File: src/rtl/seg7_pkg.sv
// Shared constants for the 7-segment display path.
// Segment vectors are active-low, ordered {g,f,e,d,c,b,a} (bit 0 = a).
package seg7_pkg;

  localparam int SEG_A_BIT = 0;
  localparam int SEG_B_BIT = 1;
  localparam int SEG_C_BIT = 2;
  localparam int SEG_D_BIT = 3;
  localparam int SEG_E_BIT = 4;
  localparam int SEG_F_BIT = 5;
  localparam int SEG_G_BIT = 6;

  localparam logic [6:0] SEG_0     = 7'b1000000;
  localparam logic [6:0] SEG_1     = 7'b1111001;
  localparam logic [6:0] SEG_2     = 7'b0100100;
  localparam logic [6:0] SEG_3     = 7'b0110000;
  localparam logic [6:0] SEG_4     = 7'b0011001;
  localparam logic [6:0] SEG_5     = 7'b0010010;
  localparam logic [6:0] SEG_6     = 7'b0000010;
  localparam logic [6:0] SEG_7     = 7'b1111000;
  localparam logic [6:0] SEG_8     = 7'b0000000;
  localparam logic [6:0] SEG_9     = 7'b0011000;
  localparam logic [6:0] SEG_A     = 7'b0001000;
  localparam logic [6:0] SEG_B     = 7'b0000011;
  localparam logic [6:0] SEG_C     = 7'b1000110;
  localparam logic [6:0] SEG_D     = 7'b0100001;
  localparam logic [6:0] SEG_E     = 7'b0000110;
  localparam logic [6:0] SEG_F     = 7'b0001110;
  localparam logic [6:0] SEG_BLANK = 7'h7F;

  // Width of a counter/index covering 0..n-1; never narrower than one bit.
  function automatic int cnt_width(input int n);
    return (n <= 2) ? 1 : $clog2(n);
  endfunction

endpackage

File: src/rtl/seg7_scan_driver_if.sv
// Display-bank bundle: digit data and controls in, scanned anode/segment pins out.
interface seg7_scan_driver_if #(
  parameter int NUM_DIGITS = 6
);

  logic                      en;
  logic [4*NUM_DIGITS-1:0]   digits_in;
  logic [NUM_DIGITS-1:0]     dp_in;
  logic [NUM_DIGITS-1:0]     blank_in;
  logic [NUM_DIGITS-1:0]     blink_in;
  logic [6:0]                seg_out;
  logic                      dp_out;
  logic [NUM_DIGITS-1:0]     an_out;
  logic                      blink_phase;

  modport master (
    output en, digits_in, dp_in, blank_in, blink_in,
    input  seg_out, dp_out, an_out, blink_phase
  );

  modport slave (
    input  en, digits_in, dp_in, blank_in, blink_in,
    output seg_out, dp_out, an_out, blink_phase
  );

endinterface

File: src/rtl/seg7_hex_decode.sv
// Nibble to active-low segment decoder; 10-15 show A-F or blank depending on HEX_EN.
module seg7_hex_decode
  import seg7_pkg::*;
#(
  parameter bit HEX_EN = 1'b1
) (
  input  logic [3:0] nibble,
  output logic [6:0] seg
);

  always_comb begin
    seg = SEG_BLANK;
    case (nibble)
      4'h0: seg = SEG_0;
      4'h1: seg = SEG_1;
      4'h2: seg = SEG_2;
      4'h3: seg = SEG_3;
      4'h4: seg = SEG_4;
      4'h5: seg = SEG_5;
      4'h6: seg = SEG_6;
      4'h7: seg = SEG_7;
      4'h8: seg = SEG_8;
      4'h9: seg = SEG_9;
      4'hA: seg = HEX_EN ? SEG_A : SEG_BLANK;
      4'hB: seg = HEX_EN ? SEG_B : SEG_BLANK;
      4'hC: seg = HEX_EN ? SEG_C : SEG_BLANK;
      4'hD: seg = HEX_EN ? SEG_D : SEG_BLANK;
      4'hE: seg = HEX_EN ? SEG_E : SEG_BLANK;
      4'hF: seg = HEX_EN ? SEG_F : SEG_BLANK;
      default: seg = SEG_BLANK;
    endcase
  end

endmodule

File: src/rtl/seg7_scan_driver.sv
// Time-multiplexed common-anode 7-segment driver: one shared decoder, registered pins
// (1-cycle latency), anti-ghost dead cycle at the start of every digit slot.
module seg7_scan_driver
  import seg7_pkg::*;
#(
  parameter int NUM_DIGITS = 6,
  parameter int SCAN_DIV   = 50000,
  parameter int BLINK_DIV  = 25000000,
  parameter bit HEX_EN     = 1'b1
) (
  input  logic               clk,
  input  logic               rst,
  seg7_scan_driver_if.slave  bus
);

  localparam int SW = cnt_width(SCAN_DIV);
  localparam int BW = cnt_width(BLINK_DIV);
  localparam int IW = cnt_width(NUM_DIGITS);

  logic [SW-1:0]          scan_cnt, scan_cnt_nxt;
  logic [BW-1:0]          blink_cnt, blink_cnt_nxt;
  logic [IW-1:0]          idx, idx_nxt;
  logic                   phase, phase_nxt;

  logic [6:0]             seg_q, seg_nxt;
  logic                   dp_q, dp_nxt;
  logic [NUM_DIGITS-1:0]  an_q, an_nxt;

  logic [3:0]             nib_arr [NUM_DIGITS];
  logic [3:0]             nibble;
  logic [6:0]             dec_seg;
  logic                   dark;

  for (genvar k = 0; k < NUM_DIGITS; k++) begin : g_nib
    assign nib_arr[k] = bus.digits_in[4*k +: 4];
  end

  seg7_hex_decode #(.HEX_EN(HEX_EN)) u_dec (
    .nibble (nibble),
    .seg    (dec_seg)
  );

  always_comb begin
    nibble = nib_arr[idx];
    dark   = bus.blank_in[idx] | (bus.blink_in[idx] & phase);

    seg_nxt = dark ? SEG_BLANK : dec_seg;
    dp_nxt  = dark | ~bus.dp_in[idx];
    an_nxt  = '1;
    // First cycle of every slot keeps all anodes off so the previous digit cannot ghost.
    if (!dark && scan_cnt != '0) begin
      an_nxt = ~(NUM_DIGITS'(1) << idx);
    end

    scan_cnt_nxt = scan_cnt + SW'(1);
    idx_nxt      = idx;
    if (scan_cnt == SW'(SCAN_DIV - 1)) begin
      scan_cnt_nxt = '0;
      idx_nxt      = (idx == IW'(NUM_DIGITS - 1)) ? '0 : idx + IW'(1);
    end

    blink_cnt_nxt = blink_cnt + BW'(1);
    phase_nxt     = phase;
    if (blink_cnt == BW'(BLINK_DIV - 1)) begin
      blink_cnt_nxt = '0;
      phase_nxt     = ~phase;
    end
  end

  always_ff @(posedge clk) begin
    if (rst) begin
      scan_cnt  <= '0;
      idx       <= '0;
      blink_cnt <= '0;
      phase     <= 1'b0;
      seg_q     <= SEG_BLANK;
      dp_q      <= 1'b1;
      an_q      <= '1;
    end else if (bus.en) begin
      scan_cnt  <= scan_cnt_nxt;
      idx       <= idx_nxt;
      blink_cnt <= blink_cnt_nxt;
      phase     <= phase_nxt;
      seg_q     <= seg_nxt;
      dp_q      <= dp_nxt;
      an_q      <= an_nxt;
    end else begin
      seg_q     <= SEG_BLANK;
      dp_q      <= 1'b1;
      an_q      <= '1;
    end
  end

  assign bus.seg_out     = seg_q;
  assign bus.dp_out      = dp_q;
  assign bus.an_out      = an_q;
  assign bus.blink_phase = phase;

endmodule

File: src/flat_wrapper.sv
// flat-port wrapper written by rule: the top's interface ports become plain ports
module seg7_scan_driver_flat import seg7_pkg::*;
#(
  parameter int NUM_DIGITS = 6,
  parameter int SCAN_DIV   = 50000,
  parameter int BLINK_DIV  = 25000000,
  parameter bit HEX_EN     = 1'b1
)
  (clk, rst, bus_en, bus_digits_in, bus_dp_in, bus_blank_in, bus_blink_in, bus_seg_out, bus_dp_out, bus_an_out, bus_blink_phase);
  seg7_scan_driver_if #(.NUM_DIGITS(NUM_DIGITS)) bus_i ();
  input  logic clk;
  input  logic rst;
  input wire logic [$bits(bus_i.en)-1:0] bus_en;
  input wire logic [$bits(bus_i.digits_in)-1:0] bus_digits_in;
  input wire logic [$bits(bus_i.dp_in)-1:0] bus_dp_in;
  input wire logic [$bits(bus_i.blank_in)-1:0] bus_blank_in;
  input wire logic [$bits(bus_i.blink_in)-1:0] bus_blink_in;
  output wire logic [$bits(bus_i.seg_out)-1:0] bus_seg_out;
  output wire logic [$bits(bus_i.dp_out)-1:0] bus_dp_out;
  output wire logic [$bits(bus_i.an_out)-1:0] bus_an_out;
  output wire logic [$bits(bus_i.blink_phase)-1:0] bus_blink_phase;
  assign bus_i.en = bus_en;
  assign bus_i.digits_in = bus_digits_in;
  assign bus_i.dp_in = bus_dp_in;
  assign bus_i.blank_in = bus_blank_in;
  assign bus_i.blink_in = bus_blink_in;
  assign bus_seg_out = bus_i.seg_out;
  assign bus_dp_out = bus_i.dp_out;
  assign bus_an_out = bus_i.an_out;
  assign bus_blink_phase = bus_i.blink_phase;
  seg7_scan_driver #(.NUM_DIGITS(NUM_DIGITS), .SCAN_DIV(SCAN_DIV), .BLINK_DIV(BLINK_DIV), .HEX_EN(HEX_EN)) u_core (.clk(clk), .rst(rst), .bus(bus_i));
endmodule
File: config.mk
export PLATFORM = sky130hd
export DESIGN_NAME = seg7_scan_driver_flat
export DESIGN_NICKNAME = d
export VERILOG_FILES = /design/src/rtl/seg7_pkg.sv /design/src/rtl/seg7_scan_driver_if.sv /design/src/rtl/seg7_hex_decode.sv /design/src/rtl/seg7_scan_driver.sv /design/src/flat_wrapper.sv
export SDC_FILE = /design/constraint.sdc
export NUM_CORES = 1
export LEC_CHECK = 0
export CAP_MARGIN = 20
export CORE_ASPECT_RATIO = 1.5
export CORE_MARGIN = 2
export CORE_UTILIZATION = 40
export DETAILED_ROUTE_END_ITERATION = 16
export GPL_TIMING_DRIVEN = 0
export PLACE_DENSITY = 0.67
export SLEW_MARGIN = 30
export SYNTH_ARGS = -nofsm -noshare
export SYNTH_HDL_FRONTEND = slang
export SYNTH_SLANG_ARGS = --single-unit
File: constraint.sdc
create_clock -name clk -period 2.1 [get_ports clk]
set_input_delay 0.42 -clock clk [delete_from_list [all_inputs] [get_ports clk]]
set_output_delay 0.42 -clock clk [all_outputs]
set_load 0.01 [all_outputs]
### Word-level counts from Yosys, hierarchy flattened

Memory sizes are Yosys's and may differ from the RTL's. A register that Yosys moved wholly into a read port is not among the register bits.
Cells that the tools add are included.

* flip-flop bits (word level): 52
* bits in latches: 0
* bits in writable memories: 0
* ROM bits: 112
* bits of input ports: 45
* output and inout bits: 15
* memories kept: 1

* $add $sub $neg: 3
* $mul: 0
* divide/modulo/power cells: 0
* order comparisons: 2
* equal/unequal tests: 3
* shift-type cells: 1
* mux-type cells: 12
* bitwise logic cells: 9
* reduce and logical (&&, ||, !) cells: 8

Memory list
* (no name shown): words 16, width 7, rd ports 1, clocked after Yosys merged registers in 1, write ports 0, line seg7_hex_decode.sv:13 `case (nibble)`

Operator list (number)
* $add A25 B1 Y25 const B: 1
* $eq A25 B25 Y1 const B: 1
* $mux W25: 1
* $add A16 B1 Y16 const B: 1
* $eq A16 B16 Y1 const B: 1
* $mux W16: 1
* $reduce_bool A16 Y1: 1
* $bmux W4 S3: 1
* $bmux W1 S3: 3
* $mux W4: 2
* $not A6 Y6: 1
* $reduce_or A3 Y1: 2
* $shl A1 B3 Y6 const A: 1
* $ge A4 B4 Y1 const B: 1
* $lt A3 B4 Y1 const B: 1
* $not A1 Y1: 4
* $not A3 Y4: 1
* $reduce_and A2 Y1: 2
* $add A3 B1 Y3 const B: 1
* $eq A3 B3 Y1 const B: 1
* $mux W1: 3
* $mux W3: 1
* $or A1 B1 Y1: 2
* $reduce_or A2 Y1: 1
* 3 further kinds: 3

### Depth between registers and ports, before layout

Gate-level depths: netlist (run 1).

* depth in word-level cells: 8
* depth in mapped cells: 10

### Hierarchy

From an unflattened synthesis (run 1), not the netlist that was laid out.

* cell total of the unflattened synthesis: 355
* area total of the unflattened synthesis: 3163.0 um^2

Modules (own cells, without submodules)
* seg7_scan_driver: instances 1, cells each 320, area an instance 2895.3 um^2
* seg7_hex_decode: instances 1, cells each 35, area an instance 267.8 um^2

### Worst setup path after synthesis (run 1)

OpenSTA, ideal clock, no wires.

* kind: reg-to-reg
* start: register u_core.idx[0]
* end: register u_core.seg_q[1], in the netlist u_core.bus.seg_out[1]
* arrival: 2.099 ns
* required time: 1.951 ns
* path slack: -0.149 ns
* stages on the path, launching flop included: 11
* buffers on the path: 2
* cells stage by stage: dfxtp_1 > buf_6 > buf_2 > mux4_2 > nand2_1 > o21ai_0 > inv_1 > ha_1 > nand2_1 > o21a_1 > o221ai_1

* longest elaborated chain between the ends: 5
* elaborated cells on any way between the ends: 11

RTL lines
* start: declaration: line seg7_scan_driver.sv:22 `logic [IW-1:0] idx, idx_nxt;`
* start signal: assignment: line seg7_scan_driver.sv:81 `idx <= idx_nxt;`
* $bmux W1 S3: line seg7_scan_driver.sv:45 `dark = bus.blank_in[idx] | (bus.blink_in[idx] & phase);`
* $mux W1 (implied by the code): line seg7_scan_driver.sv:45
* $and A1 B1 Y1: line seg7_scan_driver.sv:45
* $or A1 B1 Y1: line seg7_scan_driver.sv:45
* $reduce_or A3 Y1 (no line)
* end: declaration: line seg7_scan_driver.sv:25 `logic [6:0] seg_q, seg_nxt;`

Several ways; a longest one is shown, not always the timed one. The select of a mux whose other input is x is not followed.
A chain may end at the register's enable or synchronous reset.

### Worst setup path in the final report (run 1)

* start: register u_core.idx[0]
* end: register u_core.seg_q[3], in the netlist u_core.bus.seg_out[3]

The elaborated chain is that of the path after synthesis.

==> impl_metrics.toml, run 1 <==
[drt]
detail_route.first_pass.iterations = 4
final_antenna_net_count = 0
vias = 2678
routed_wl_um = 7040
drcViolationCount = 0
initialDrtViolationCount = 102
wl_per_cell_um = 13.5
vias_per_cell = 5.12

[clock_tree]
cts_inserted_buffers = 9
clockBufferDepth = 2
cts_root_buf = "clkbuf_8"
tritoncts = "built"
cts_max_level = 3
cts_hold_buf = 0
clk_latency_ps = 350
clk_pin_slew_worst_paths_ps = 70
cts.sinks = 59

[sta]
clock.fmax_mhz = 488
fin_crit_ps = 2050
worstMarginPinSlew_ps = 791
slew_headroom = 0.469
hold_ws_ps = 510
clock_skew_ps = 10.9
final_max_slew_viol_count = 0
min_period_over_period = 0.976
rsz0062_at_grt = "yes"
setup_viol = 0
final_hold_viol_count = 0

[die]
rows = 38
io_pins = 60
start_util = 0.417
die_y_um = 111
fp.dieW_um = 75.1
dieArea_um2 = 8310
core_area_um2 = 7270

[finish]
finalNonFillerCells = 523
utilization = 0.571
layout_common_cells = "clkdlybuf4s50_1, dfxtp_1, nor2_1, nand2_1, xor2_1"
drive_gt1_frac = 0.165
area_growth_pct = 37.0
nets = 472
postLayoutCellArea_um2 = 4150
diodes = 0
final_common_cell = "clkdlybuf4s50_1"

[pwr]
peakVddDrop_uv = 530
p_leak_nw = 1.48
powerDensity_nw_per_um2 = 600

[yosys]
synth_edf_count = 0
ys_types = 45
syn_area_um2 = 3030
avgSynthCellArea_um2 = 8.92
yosysWarnings = 0
syn_inst = 340
ys_async_sr_fraction = 0
yosysSeqAreaShare = 0.390
syn-num-nets = 394
ys_ff_latch = 59
synthFlopType = "dfxtp_1"

[place]
placedCellCount = 498
io_buffers = 58
gp_congestion = 0.819
placed_cell_area_um2 = 3740
hpwl_um = 5170

[global_routing]
grt_pass1_vias = 2556
grt_remaining_overflow = 0
track_usage = 0.178
antenna_found_initial = 0
grt_first_pass_wirelength_um = 11400
grt_max_degree = 11

[setup_path]
path_class = "register to register"
crit_arrival_ps = 2310
worst_r2r_path_depth = 10
rr_endpoint = "u_core.bus.seg_out[3]"
required_ps = 2360
r2r_slack_ps = 50
start_kind = "register"
cp_max_fo = 7
r2r_start = "u_core.idx[0]"
critPathCaptureType = "register"

[min_path]
hold_class = "input pin to register"
whs_path_depth = 4
min_to = "u_core.scan_cnt[2]"
hold_start = "bus_en"

[job]
drv_cap = 0

[status]
status = "finished clean"
## synth_stat cells (4+ instances only)
| cell | instances | area (um2) |
|---|---|---|
| a21oi_1 | 7 | 35.0 |
| and3_1 | 7 | 43.8 |
| buf_2 | 7 | 35.0 |
| dfxtp_1 | 59 | 1180 |
| ha_1 | 9 | 113 |
| inv_1 | 10 | 37.5 |
| mux2i_1 | 12 | 120 |
| mux4_2 | 5 | 113 |
| nand2_1 | 29 | 109 |
| nand2b_1 | 4 | 25.0 |
| nand3_1 | 15 | 75.1 |
| nand4_1 | 15 | 93.8 |
| nor2_1 | 52 | 195 |
| nor2b_1 | 4 | 25.0 |
| nor3_1 | 10 | 50.1 |
| nor4_1 | 6 | 37.5 |
| o21ai_0 | 6 | 30.0 |
| o221ai_1 | 4 | 35.0 |
| xnor2_1 | 17 | 149 |
| xor2_1 | 22 | 193 |
## metrics by stage
stage	TNS, ps	total power [mW]	setup slack (ps)
6_report	0	2.49	50.9
5_1_grt	-61.8	2.59	-19.7
4_1_cts	0	2.50	8.58
3_5_place_dp	-10330	1.40	-385
3_3_place_gp	-10090	1.40	-351
2_1_floorplan	0	1.28	30.7
## worst max-delay path by stage
stage                       start                    end
detailed placement  u_core.idx[1]  u_core.bus.seg_out[3]
CTS                 u_core.idx[0]  u_core.bus.seg_out[3]
floorplan           u_core.idx[0]  u_core.bus.seg_out[1]
finish              u_core.idx[0]  u_core.bus.seg_out[3]
global placement           bus_en   u_core.blink_cnt[15]
global route        u_core.idx[0]  u_core.bus.seg_out[6]
## cells by family after synthesis
family	Yosys count	synth area share
XOR/XNOR	39	0.113
multiplexers	21	0.0941
adder cells (fa/ha/maj)	9	0.0371
flip-flops	59	0.390
buffers and inverters	24	0.0380
AO/OA/AOI/OAI	30	0.0660
AND/OR/NAND/NOR	158	0.262
## critical path, cell delays in order, from the launching register on
cell	delay, ps
dfxtp_2	320
buf_6	130
buf_8	110
mux4_2	490
nand2_2	90
o21ai_4	100
inv_2	110
ha_4	220
nor2b_2	120
a211oi_2	50
o31ai_1	220
## sequential cells by signal, summed over array words and instances, names as in the netlist
name / count
u_core.blink_cnt: 25
u_core.bus.an_out: 6
u_core.bus.blink_phase: 1
u_core.bus.dp_out: 1
u_core.bus.seg_out: 7
u_core.idx: 3
u_core.scan_cnt: 16
## what timing repair did
item,4_1_cts,5_1_grt
buffers inserted,4,6
cloned,0,0
resized for setup,16,19
hold endpoints to repair,0,0
endpoints found under the setup margin,32,37
pin swaps,4,6
## power by group
part | switching [mW] | internal (mW)
clock network | 0.450 | 0.640
registers | 0.0138 | 1.13
logic | 0.100 | 0.152
total | 0.564 | 1.93
## layer usage
| metal | share of wire | GRT usage |
|---|---|---|
| met1 | 0.42 | 0.200 |
| met3 | 0.040 | 0.0310 |
| met5 | 0 | 0 |
| met4 | 0.033 | 0.115 |
| met2 | 0.51 | 0.296 |
## layout make-up
| class | instances | area [um2] |
|---|---|---|
| inverters | 11 | 41.3 |
| fillers | 656 | 3120 |
| clock inverters | 4 | 47.5 |
| clock buffers | 12 | 165 |
| flip-flops and latches | 59 | 1180 |
| well taps | 100 | 125 |
| repair buffers | 68 | 656 |
| plain buffers | 12 | 93.8 |
| multi-input cells | 257 | 1840 |
Note: power is estimated with default switching activity, not from simulation.
==> run 2: changes to the inputs <==
CAP_MARGIN = not set   (was 20)
MAX_ROUTING_LAYER = met4   (was not set)
==> run 2 against run 1 <==
- worst setup slack improved by 1.9 ps
- cell count did not move
- critical endpoint unchanged
- sequential share of layout area did not move
- wire length barely moved
- non-clock buffer count did not move
- final area did not move
- clock skew rose by 1.7 ps
- count of clock-buffer cells in the layout did not move
- hold slack improved by 1.6 ps
- combinational power barely moved
- via count fell by 0.26%
- core utilization did not move
==> impl_metrics.toml, run 2 (same netlist as run 1, synthesis figures left out) <==
[status]
status = "finished clean"

[clock_tree]
cts_max_level = 3
clockBufferDepth = 2
cts_inserted_buffers = 9
tritoncts = "built"
clk_latency_ps = 350
cts_root_buf = "clkbuf_8"
cts_hold_buf = 0
cts.sinks = 59
clk_pin_slew_worst_paths_ps = 70

[setup_path]
worst_r2r_path_depth = 10
critical_path.top_delay_family = "multiplexers"
r2r_start = "u_core.idx[0]"
crit_arrival_ps = 2310
path_class = "register to register"
critPathCaptureType = "register"
cp.depth = 10
critPathMaxStageDelay_ps = 490
cp_max_fo = 7
required_ps = 2360
start_kind = "register"
slowest_stage = "mux4_2"
path_cells = "buf_6 > buf_8 > mux4_2 > nand2_2 > o21ai_4 > inv_2 > ha_4 > nor2b_2 > a211oi_2 > o31ai_1"
rr_endpoint = "u_core.bus.seg_out[3]"
r2r_slack_ps = 50
crit_buf_inv = 3

[die]
core_area_um2 = 7270
rows = 38
start_util = 0.417
io_pins = 60
fp.dieW_um = 75.1
dieArea_um2 = 8310
die_y_um = 111

[sta]
fin_crit_ps = 2050
worstMarginPinSlew_ps = 791
final_hold_viol_count = 0
setup_viol = 0
final_max_slew_viol_count = 0
clock_skew_ps = 12.6
min_period_over_period = 0.975
hold_ws_ps = 512
clock.fmax_mhz = 488
rsz0062_at_grt = "yes"
slew_headroom = 0.469

[finish]
seq_area_um2 = 1180
finalNonFillerCells = 523
largest_reg_flops = 25
multi_input_area_um2 = 1840
fillers = 655
nets = 472
utilization = 0.571
diodes = 0
area_growth_pct = 37.0
regMostFlops = "u_core.blink_cnt"
drive_gt1_frac = 0.165
final_common_cell = "clkdlybuf4s50_1"
layout_common_cells = "clkdlybuf4s50_1, dfxtp_1, nor2_1, nand2_1, xor2_1"

[place]
placedCellCount = 498
hpwl_um = 5170
gp_congestion = 0.831
io_buffers = 58

[drt]
initialDrtViolationCount = 110
routed_wl_um = 7040
final_antenna_net_count = 0
detail_route.first_pass.iterations = 4
drcViolationCount = 0
met2_length_um = 3620
top_layer = "met4"
wl_met3_um = 250
wl_per_cell_um = 13.5
drt-met1-wl_um = 2940
vias = 2671
vias_per_cell = 5.11

[job]
drv_cap = 0

[min_path]
hold_start = "bus_en"
min_to = "u_core.scan_cnt[2]"
whs_path_depth = 4
hold_class = "input pin to register"

[pwr]
peakVddDrop_uv = 530
powerDensity_nw_per_um2 = 600
p_leak_nw = 1.48

[global_routing]
grt_remaining_overflow = 0
antenna_found_initial = 0
track_usage = 0.183
grt_first_pass_wirelength_um = 11400
grt_pass1_vias = 2560
grt_max_degree = 11
## run 2: cell counts in the layout (fill, tap and decap cells not counted)
Identical to the previous run, type by type.
## run 2: power breakdown
part	total, mW	switching (mW)	internal (mW)
logic	0.252	0.100	0.152
registers	1.15	0.0137	1.13
clock network	1.09	0.450	0.640
total	2.49	0.564	1.93
## run 2: per-stage QoR
| step | TNS, ps | worst slack, ps | area [um2] | power, mW |
|---|---|---|---|---|
| 2_1_floorplan | 0 | 30.7 | 3040 | 1.28 |
| 3_3_place_gp | -10090 | -351 | 3740 | 1.40 |
| 3_5_place_dp | -10330 | -385 | 3740 | 1.40 |
| 4_1_cts | 0 | 8.58 | 4050 | 2.50 |
| 5_1_grt | -60.6 | -19.7 | 4150 | 2.59 |
| 6_report | 0 | 52.8 | 4150 | 2.49 |
## run 2: what timing repair did
item | in CTS | in global routing
setup endpoints to repair | 32 | 37
resized for setup | 16 | 19
buffers inserted | 4 | 6
pin swaps | 4 | 6
## run 2: final cells by class
| class | count | share of cell area |
|---|---|---|
| Multi-Input combinational cell | 257 | 0.443 |
| Sequential cell | 59 | 0.285 |
| Timing Repair Buffer | 68 | 0.158 |
| Clock buffer | 12 | 0.0398 |
| Tap cell | 100 | 0.0301 |
| Buffer | 12 | 0.0226 |
| Clock inverter | 4 | 0.0114 |
| Inverter | 11 | 0.00994 |
## run 2: how the worst max path moves through the flow
stage | endpoint | startpoint
finish | u_core.bus.seg_out[3] | u_core.idx[0]
global route | u_core.bus.seg_out[6] | u_core.idx[0]
CTS | u_core.bus.seg_out[3] | u_core.idx[0]
detailed placement | u_core.bus.seg_out[3] | u_core.idx[1]
global placement | u_core.blink_cnt[15] | bus_en
floorplan | u_core.bus.seg_out[1] | u_core.idx[0]
## run 2: tightest hold or removal path, stage by stage
cell and delay, ps:
buf_2 140, nand2_1 110, xor2_1 70, nor2_1 80
## run 2: per-layer routing
layer,track usage,vias up
met2,0.296,48
met5,-,-
met4,0.115,0
met3,0.0310,14
met1,0.200,1262
li1,-,1347
==> run 3: changes to the inputs <==
--- a/config.mk
+++ b/config.mk
@@ -6,6 +6,6 @@
 export NUM_CORES = 1
 export LEC_CHECK = 0
+export ABC_CLOCK_PERIOD_IN_PS = 2100
 export CORE_ASPECT_RATIO = 1.5
-export CORE_MARGIN = 2
 export CORE_UTILIZATION = 40
 export DETAILED_ROUTE_END_ITERATION = 16
==> constraint.sdc (replaced) <==
create_clock -name clk -period 2.1 [get_ports clk]
set_input_delay 0.21 -clock clk [delete_from_list [all_inputs] [get_ports clk]]
set_output_delay 0.21 -clock clk [all_outputs]
set_load 0.01 [all_outputs]
==> run 3 against run 2 <==
- the flow now finishes with violations (negative setup slack)
- global-route usage grew 1.7 points
- final area is essentially flat
- non-clock buffer count grew 3
- clock skew fell by 3.6 ps
- register-to-register slack lost 70 ps
- hold slack worse by 200 ps
- largest power group unchanged
==> impl_metrics.toml, run 3 (same netlist as run 1, synthesis figures left out) <==
[setup_path]
critical_path.top_delay_family = "multiplexers"
cp_max_fo = 7
critPathMaxStageDelay_ps = 510
path_class = "register to register"
crit_arrival_ps = 2360
r2r_slack_ps = -20
crit_buf_inv = 3
slowest_stage = "mux4_2"
required_ps = 2340
path_cells = "buf_6 > buf_8 > mux4_2 > nand2_2 > o21ai_4 > inv_2 > ha_4 > nor2b_4 > a211oi_2 > o31ai_1"
start_kind = "register"
critPathCaptureType = "register"

[drt]
initialDrtViolationCount = 132
vias_per_cell = 5.17
vias = 2713
detail_route.first_pass.iterations = 5
wl_per_cell_um = 13.7
final_antenna_net_count = 0
routed_wl_um = 7180
drcViolationCount = 0

[die]
dieArea_um2 = 7940
die_y_um = 109
start_util = 0.417
io_pins = 60
fp.dieW_um = 73.1
core_area_um2 = 7270
rows = 38

[place]
gp_congestion = 0.862
io_buffers = 58
placedCellCount = 498
hpwl_um = 5170

[sta]
fin_tns_setup_ps = -19.6
slew_headroom = 0.501
worstMarginPinSlew_ps = 743
setup_viol = 1
clock.fmax_mhz = 472
final_hold_viol_count = 0
clock_skew_ps = 9.01
final_max_slew_viol_count = 0
fin_crit_ps = 2120
fin_ws_ps = -19.6
min_period_over_period = 1.01
rsz0062_at_grt = "yes"

[pwr]
powerDensity_nw_per_um2 = 604
peakVddDrop_uv = 399
p_leak_nw = 1.50

[clock_tree]
cts_root_buf = "clkbuf_8"
cts.sinks = 59
cts_inserted_buffers = 9
clk_pin_slew_worst_paths_ps = 70
tritoncts = "built"
clk_latency_ps = 340
cts_max_level = 3
clockBufferDepth = 2

[global_routing]
grt_pass1_vias = 2635
antenna_found_initial = 0
track_usage = 0.200
grt_first_pass_wirelength_um = 11900
grt_max_degree = 11
grt_remaining_overflow = 0

[finish]
nets = 475
regMostFlops = "u_core.blink_cnt"
area_growth_pct = 36.9
drive_gt1_frac = 0.151
finalNonFillerCells = 525
diodes = 0
utilization = 0.571
layout_common_cells = "clkdlybuf4s50_1, dfxtp_1, nor2_1, nand2_1, xor2_1"
largest_reg_flops = 25

[status]
violations = "negative setup slack"
status = "finished, violations left"

[job]
drv_cap = 0

[min_path]
hold_class = "input pin to register"
run 3: cell type report:
cell class,count,area [um2]
fill,669,3120
multi-input combinational,257,1820
sequential,59,1180
timing repair buffer,71,678
clock buffer,14,183
tap,100,125
buffer,12,90.1
inverter,11,41.3
clock inverter,1,30.0
run 3: stage by stage:
step / cell area, um2 / power [mW] / setup WS, ps / hold WS, ps
after floorplan: 3040 / 1.28 / 30.7 / 279
after global placement: 3740 / 1.40 / -330 / 491
after CTS: 4060 / 2.51 / 7.25 / 297
final: 4150 / 2.51 / -19.6 / 316
after detailed placement: 3740 / 1.40 / -361 / 499
after global routing: 4150 / 2.61 / -128 / 329
run 3: worst reg2reg max path: cells and delay by family (launching register included):
family,cells,cell delay [ps]
muxes,1,510
and+or+nand+nor,2,240
DFF,1,320
AOI/OAI and AO/OA,3,370
buffers and inverters,3,360
adders and majority gates,1,230
run 3: where the power goes:
part           internal (mW)  switching [mW]
logic                  0.151           0.103
clock network          0.672           0.434
registers               1.13          0.0132
run 3: what timing repair did:
action	4_1_cts	5_1_grt
hold buffers	0	0
hold endpoints to repair	0	0
gates resized for setup	12	16
buffers inserted	7	6
endpoints found under the setup margin	39	37
pin swaps	2	6
run 3: final timing paths:
check                                             end  cells past startpoint                 start
worst min register to register   u_core.blink_cnt[21]                      2  u_core.blink_cnt[21]
worst max register to register  u_core.bus.seg_out[3]                     10         u_core.idx[0]
worst min-delay path               u_core.scan_cnt[2]                      4                bus_en
worst max-delay path            u_core.bus.seg_out[3]                     10         u_core.idx[0]
run 3: routing by layer:
| layer | GRT usage | share of wire |
|---|---|---|
| met4 | 0.0896 | 0.024 |
| met1 | 0.226 | 0.43 |
| met2 | 0.333 | 0.50 |
| met3 | 0.0434 | 0.040 |
| met5 | - | 0 |
==> patch 1: new RTL, settings of run 1 <==
Compare `idx` against `IW'(NUM_DIGITS - 1)` with >= in place of ==.
--- a/src/rtl/seg7_scan_driver.sv
+++ b/src/rtl/seg7_scan_driver.sv
@@ -56,7 +56,7 @@
     idx_nxt      = idx;
     if (scan_cnt == SW'(SCAN_DIV - 1)) begin
       scan_cnt_nxt = '0;
-      idx_nxt      = (idx == IW'(NUM_DIGITS - 1)) ? '0 : idx + IW'(1);
+      idx_nxt      = (idx >= IW'(NUM_DIGITS - 1)) ? '0 : idx + IW'(1);
     end
 
     blink_cnt_nxt = blink_cnt + BW'(1);
Behaviour: same outputs for any inputs over 10 cycles, from zero or initial values and one cycle with rst high; that may be too few to reach the edited logic, so the function may still have changed.
==> patch 1 against run 1 <==
  * Non-clock buffer count is 32 higher
  * Largest cell class unchanged
  * Setup slack worse by 0.31 ns
  * First-iteration DRC count is 49% higher
  * Synthesized area is 6.7% higher
  * Fmax is 13% lower
  * Combinational power is 31% higher
  * Wire length is 27% higher
  * Power is 18% higher
  * Final area is 16% higher
  * Worst hold slack worse by 0.047 ns
  * Sequential cell count stayed put
  * Final cell count is 11% higher
  * Clock skew is 0.0063 ns lower
  * The flow now finishes with violations (setup timing)
==> patch 1: results (changes against run 1) <==
Global route:
- The total routing usage reported by global routing came to 19.3% (+1.5 points).
- The first-pass GRT wire length is 13600 um (+20%).
- The via count of the first global-routing pass is 2996 (+17%).

Worst setup path:
- The logic depth of the worst register-to-register path is 11 (+1).
- The data arrival time of the critical path is 2.56 ns (+0.25 ns).
- The destination of the critical timing path is u_core.bus.seg_out[6]$_SDFF_PP1_.
- The setup slack on the worst flop-to-flop path was -0.25 ns (-0.30 ns).
- The maximum fanout encountered on the critical timing path is 3 (-4).
- Grouping stages by cell kind, the critical path spends the most delay in buffers and inverters.
- The critical path launch point is bus_digits_in[12].

Detailed routing:
- The number of vias per cell after detailed routing is 5.34 (+4.3%).
- The wire length per cell after detailed routing was 15.3 um (+14%).
- The starting DRC count in detailed routing is 152 (+49%).

Placed design:
- The number of placed cells counting well taps is 530 (+6.4%).
- The sum of net half-perimeters after detailed placement came to 5960 um (+15%).

Min path:
- The path with the worst hold slack has its endpoint at u_core.blink_cnt[4]$_SDFFE_PP0P_.
- The cell depth of the worst min-delay path is 2 (-2).

STA:
- The measured slew at the worst slew-check pin came to 0.609 ns (-0.182 ns).
- The worst clock skew is 0.00466 ns (-0.00627 ns).
- The worst-case setup margin in the final layout was -0.255 ns (-0.306 ns).
- The total negative slack is -0.781 ns (-0.781 ns).
- The final setup violation count is 5 (+5).

Logic synthesis:
- The count of unique library cells instantiated by Yosys came to 51 (+13%).
- In the synthesized netlist, the cells that appear most often are sky130_fd_sc_hd__dfxtp_1, sky130_fd_sc_hd__nor2_1, sky130_fd_sc_hd__nand2_1.
- The sequential element share of the synthesized area is 36.5% (-2.5 points).
- The total nets after synthesis came to 425 (+7.9%).
- After synthesis, the cell types taking the most area are sky130_fd_sc_hd__dfxtp_1, sky130_fd_sc_hd__xnor2_1, sky130_fd_sc_hd__nor2_1.

Clock network:
- The clock network latency to the later pin of the worst-skew pair was 0.33 ns (-0.02 ns).
- The master cell of the clock root buffer is sky130_fd_sc_hd__clkbuf_16.

Power and ir drop:
- The net load switching power is 0.630 mW (+12%).
- The maximum ir drop on the vdd rail is 0.454 mV (-14%).

Layout:
- The fraction of layout instances using a drive strength above 1 is 26.3% (+9.7 points).
- The number of fill cells came to 690 (+5.2%).

Floorplan:
- The starting density of the core is 40.9% (-0.76 points).

Outcome:
- The checks that failed: setup timing.
- The run finished, with violations left.
[patch 1: changes by cell type after synthesis, moves of 3 or more]
cell	change
sky130_fd_sc_hd__nand3_1	+4
sky130_fd_sc_hd__a21oi_1	+8
sky130_fd_sc_hd__xnor2_1	+6
sky130_fd_sc_hd__nand2b_1	-4
sky130_fd_sc_hd__inv_1	+3
sky130_fd_sc_hd__buf_2	-5
sky130_fd_sc_hd__clkbuf_1	+6
sky130_fd_sc_hd__nor3_1	+3
sky130_fd_sc_hd__or3_1	+6
sky130_fd_sc_hd__xor2_1	-7
sky130_fd_sc_hd__mux2i_1	-7
sky130_fd_sc_hd__nand4_1	-6
sky130_fd_sc_hd__ha_1	+4
[patch 1: layout make-up]
| type | count | area (um2) | area share, % |
|---|---|---|---|
| Multi-Input combinational cell | 277 | 2100 | 43.5 |
| Sequential cell | 59 | 1190 | 24.7 |
| Timing Repair Buffer | 95 | 897 | 18.6 |
| Clock buffer | 13 | 260 | 5.41 |
| Buffer | 17 | 145 | 3.01 |
| Tap cell | 105 | 131 | 2.73 |
| Inverter | 13 | 58.8 | 1.22 |
| Clock inverter | 2 | 35.0 | 0.728 |
[patch 1: cells by family (layout without fill, tap and decap cells)]
| logic type | Yosys count | after routing | share of synthesized area [%] |
|---|---|---|---|
| buffers and inverters | 31 | 140 | 5.49 |
| muxes | 14 | 14 | 6.77 |
| adders and majority gates | 13 | 13 | 5.03 |
| and+or+nand+nor | 167 | 167 | 26.5 |
| xor gates and xnor gates | 38 | 38 | 10.3 |
| DFF | 59 | 59 | 36.5 |
| AOI/OAI and AO/OA | 45 | 45 | 9.47 |
[patch 1: power by group through the flow]
stage / Clock [mW] / Combinational (mW) / Sequential, mW
3_5_place_dp: 0 / 0.247 / 1.17
3_3_place_gp: 0 / 0.243 / 1.17
6_report: 1.46 / 0.330 / 1.15
4_1_cts: 1.47 / 0.273 / 1.15
2_1_floorplan: 0 / 0.121 / 1.17
5_1_grt: 1.53 / 0.352 / 1.15
[patch 1: metrics by stage]
stage / util, % / setup slack [ns] / area [um2] / hold WS [ns]
floorplan: - / -0.104 / 3280 / 0.476
global placement: 50.5 / -0.564 / 3990 / 0.493
detailed placement: 50.5 / -0.564 / 3990 / 0.502
CTS: 56.8 / -0.179 / 4490 / 0.465
global route: 60.9 / -0.315 / 4810 / 0.515
finish: 60.9 / -0.255 / 4810 / 0.463
[patch 1: metal layers]
layer	track usage (%)	share of wire [%]	wire length [um]
met1	20.1	38	3370
met2	36.6	57	5080
met3	3.63	4.0	356
met4	9.52	1.3	114
met5	0	0	0
[patch 1: timing repair]
action / CTS / global route
gates resized for setup: 29 / 47
cloned: 0 / 2
buffers inserted: 17 / 18
pin swaps: 15 / 25
hold buffers: 0 / 0
endpoints found under the setup margin: 41 / 39
==> patch 2: new RTL, config.mk and constraints of run 1 <==
Made on the original files. `HEX_EN` is set to 1'b1 in 3 places; all go to 1'b0.
--- a/src/rtl/seg7_hex_decode.sv
+++ b/src/rtl/seg7_hex_decode.sv
@@ -2,7 +2,7 @@
 module seg7_hex_decode
   import seg7_pkg::*;
 #(
-  parameter bit HEX_EN = 1'b1
+  parameter bit HEX_EN = 1'b0
 ) (
   input  logic [3:0] nibble,
   output logic [6:0] seg
--- a/src/rtl/seg7_scan_driver.sv
+++ b/src/rtl/seg7_scan_driver.sv
@@ -6,7 +6,7 @@
   parameter int NUM_DIGITS = 6,
   parameter int SCAN_DIV   = 50000,
   parameter int BLINK_DIV  = 25000000,
-  parameter bit HEX_EN     = 1'b1
+  parameter bit HEX_EN     = 1'b0
 ) (
   input  logic               clk,
   input  logic               rst,
--- a/src/flat_wrapper.sv
+++ b/src/flat_wrapper.sv
@@ -4,7 +4,7 @@
   parameter int NUM_DIGITS = 6,
   parameter int SCAN_DIV   = 50000,
   parameter int BLINK_DIV  = 25000000,
-  parameter bit HEX_EN     = 1'b1
+  parameter bit HEX_EN     = 1'b0
 )
   (clk, rst, bus_en, bus_digits_in, bus_dp_in, bus_blank_in, bus_blink_in, bus_seg_out, bus_dp_out, bus_an_out, bus_blink_phase);
   seg7_scan_driver_if #(.NUM_DIGITS(NUM_DIGITS)) bus_i ();
Behaviour: not the same (a bounded check fails within 4 cycles, from zero or initial values and one cycle with rst high).
==> patch 2 against run 1 <==
  * Synthesized cell count fell by 3.5%
  * Final area is 2.1% lower
  * Sequential cell count is the same
  * Combinational power fell by 11%
  * Setup slack worse by 0.020 ns
  * Final cell count shrank 2.3%
  * Fmax decreased by 0.98%
  * Critical path depth decreased by 3
  * Wire length shrank 1.3%
  * Via count fell by 3.9%
  * Count of clock-buffer cells in the layout increased by 1
  * Synthesized area about the same
  * Power shrank 7.7%
==> patch 2: results (changes against run 1) <==
Logic synthesis:
- The sequential element share of the synthesized area is 38.9% (about the same).
- Counting instances in the post-synthesis netlist gives the leading cell types as sky130_fd_sc_hd__dfxtp_1, sky130_fd_sc_hd__nor2_1, sky130_fd_sc_hd__nand2_1, sky130_fd_sc_hd__nand3_1, sky130_fd_sc_hd__xor2_1.
- The count of unique library cells instantiated by Yosys is 50 (+11%).
- The total nets after synthesis is 382 (-3.0%).
- The average cell area after synthesis is 9.25 um2 (+3.7%).
- The count of synthesis-stage warnings from yosys came to 0 (unchanged).
- The area share of the largest cell type after synthesis came to 38.9% (about the same).
- Yosys attributes the largest share of cell area to sky130_fd_sc_hd__dfxtp_1, sky130_fd_sc_hd__xor2_1, sky130_fd_sc_hd__nor2_1.

Power and ir drop:
- The leakage component of the power is 1.46 nW (-1.5%).
- The maximum ir drop on the vdd rail came to 0.361 mV (-32%).

Layout:
- The number of fill cells is 656 (unchanged).
- The number of cells in the finished layout apart from fillers is 511 (-2.3%).
- The fraction of layout instances using a drive strength above 1 is 14.8% (-1.7 points).
- The final-stage net count is 461 (-2.3%).

Placed design:
- The post-place setup slack came to -0.444 ns (-0.0593 ns).
- The port buffer count was 59 (+1.7%).
- The sum of net half-perimeters after detailed placement is 5150 um (-0.31%).
- The placer congestion estimate is 0.781 (-4.6%).
- The cell area after placement is 0.00375 mm2 (+0.13%).
- The number of placed cells counting well taps is 487 (-2.2%).

Worst setup path:
- The setup slack on the worst flop-to-flop path is 0.03 ns (-0.02 ns).
- In this run the worst setup path terminates at u_core.bus.seg_out[3]$_SDFF_PP1_.
- The logic depth of the worst register-to-register path came to 7 (-3).
- The maximum fanout encountered on the critical timing path came to 7 (unchanged).
- The startpoint identified for the worst register-to-register timing path is u_core.idx[1]$_SDFFE_PP0P_.
- The data arrival time of the critical path is 2.28 ns (-0.03 ns).

Global route:
- The total routing usage reported by global routing is 17.2% (-0.62 points).
- The first-pass GRT wire length is 11200 um (-2.2%).
- The largest net degree at the start of global routing is 11 (unchanged).
- The initial antenna violation count is 0 (unchanged).

Clock network:
- The number of buffers on the longest clock path is 2 (unchanged).
- The clock network latency to the later pin of the worst-skew pair is 0.33 ns (-0.02 ns).

Min path:
- The class of the tightest hold or removal check is flop to flop.
- The cell depth of the worst min-delay path is 2 (-2).

STA:
- The worst clock skew was 0.00389 ns (-0.00703 ns).
- The headroom to the max-slew limit is 44.5% (-2.3 points).
- The fmax was 483 MHz (-0.98%).

Detailed routing:
- The starting DRC count in detailed routing came to 80 (-22%).
- The wire length per cell after detailed routing came to 13.6 um (+1.0%).
- The via count of the routed design is 2574 (-3.9%).

Outcome:
- The run finished with clean final reports.
patch 2: changes by cell type in the layout (fill, tap and decap cells not counted), sizes merged, moves of 4 or more:
cell,change
inv,-5
nor3,-5
nand3,+9
o221ai,-4
nand2,-5
o21ai,-5
patch 2: cell families after synthesis:
kind of cell	synth area share (%)
buffers and inverters	3.26
adder cells (fa/ha/maj)	3.71
multiplexers	9.49
flip-flops	38.9
AND/OR/NAND/NOR	26.9
XOR/XNOR	11.6
AO/OA/AOI/OAI	6.19
patch 2: metal layers:
layer / global-route usage [%] / vias to the layer above / wire [um]
li1: - / 1305 / -
met1: 18.0 / 1199 / 2770
met2: 32.0 / 58 / 3820
met3: 3.28 / 12 / 228
met4: 6.43 / 0 / 121
met5: 0 / - / 0
patch 2: final cells by class:
class	count	area (um2)	area share [%]
plain buffers	11	97.6	2.40
clock buffers	13	169	4.16
clock inverters	2	10.0	0.246
inverters	6	26.3	0.647
multi-input cells	252	1800	44.2
flip-flops and latches	59	1180	29.1
well taps	100	125	3.08
repair buffers	68	658	16.2
patch 2: worst min-delay path by stage:
stage                                 startpoint  slack, ns                           endpoint
6_report        u_core.scan_cnt[11]$_SDFFE_PP0P_       0.52   u_core.scan_cnt[11]$_SDFFE_PP0P_
3_5_place_dp    u_core.scan_cnt[11]$_SDFFE_PP0P_       0.51   u_core.scan_cnt[11]$_SDFFE_PP0P_
5_1_grt        u_core.blink_cnt[14]$_SDFFE_PP0P_       0.55  u_core.blink_cnt[14]$_SDFFE_PP0P_
2_1_floorplan  u_core.blink_cnt[24]$_SDFFE_PP0P_       0.47  u_core.blink_cnt[24]$_SDFFE_PP0P_
3_3_place_gp   u_core.blink_cnt[22]$_SDFFE_PP0P_       0.48  u_core.blink_cnt[22]$_SDFFE_PP0P_
4_1_cts         u_core.scan_cnt[11]$_SDFFE_PP0P_       0.52   u_core.scan_cnt[11]$_SDFFE_PP0P_
patch 2: worst max-delay path: stages, from the launching register on:
cell and delay (ns):
sky130_fd_sc_hd__dfxtp_1 0.30, sky130_fd_sc_hd__buf_6 0.11, sky130_fd_sc_hd__buf_4 0.16, sky130_fd_sc_hd__nand2b_1 0.14, sky130_fd_sc_hd__mux4_2 0.56, sky130_fd_sc_hd__ha_4 0.31
sky130_fd_sc_hd__nand2_1 0.04, sky130_fd_sc_hd__a311o_1 0.32
patch 2: power breakdown:
| part | total (mW) | internal, mW | switching (mW) |
|---|---|---|---|
| logic | 0.224 | 0.139 | 0.0849 |
| clock network | 0.930 | 0.515 | 0.416 |
| registers | 1.14 | 1.13 | 0.0117 |
patch 2: timing repair:
| action | in CTS | in global routing |
|---|---|---|
| pin swaps | 2 | 3 |
| gates resized for setup | 9 | 7 |
| setup endpoints to repair | 8 | 35 |
| buffers inserted | 4 | 5 |
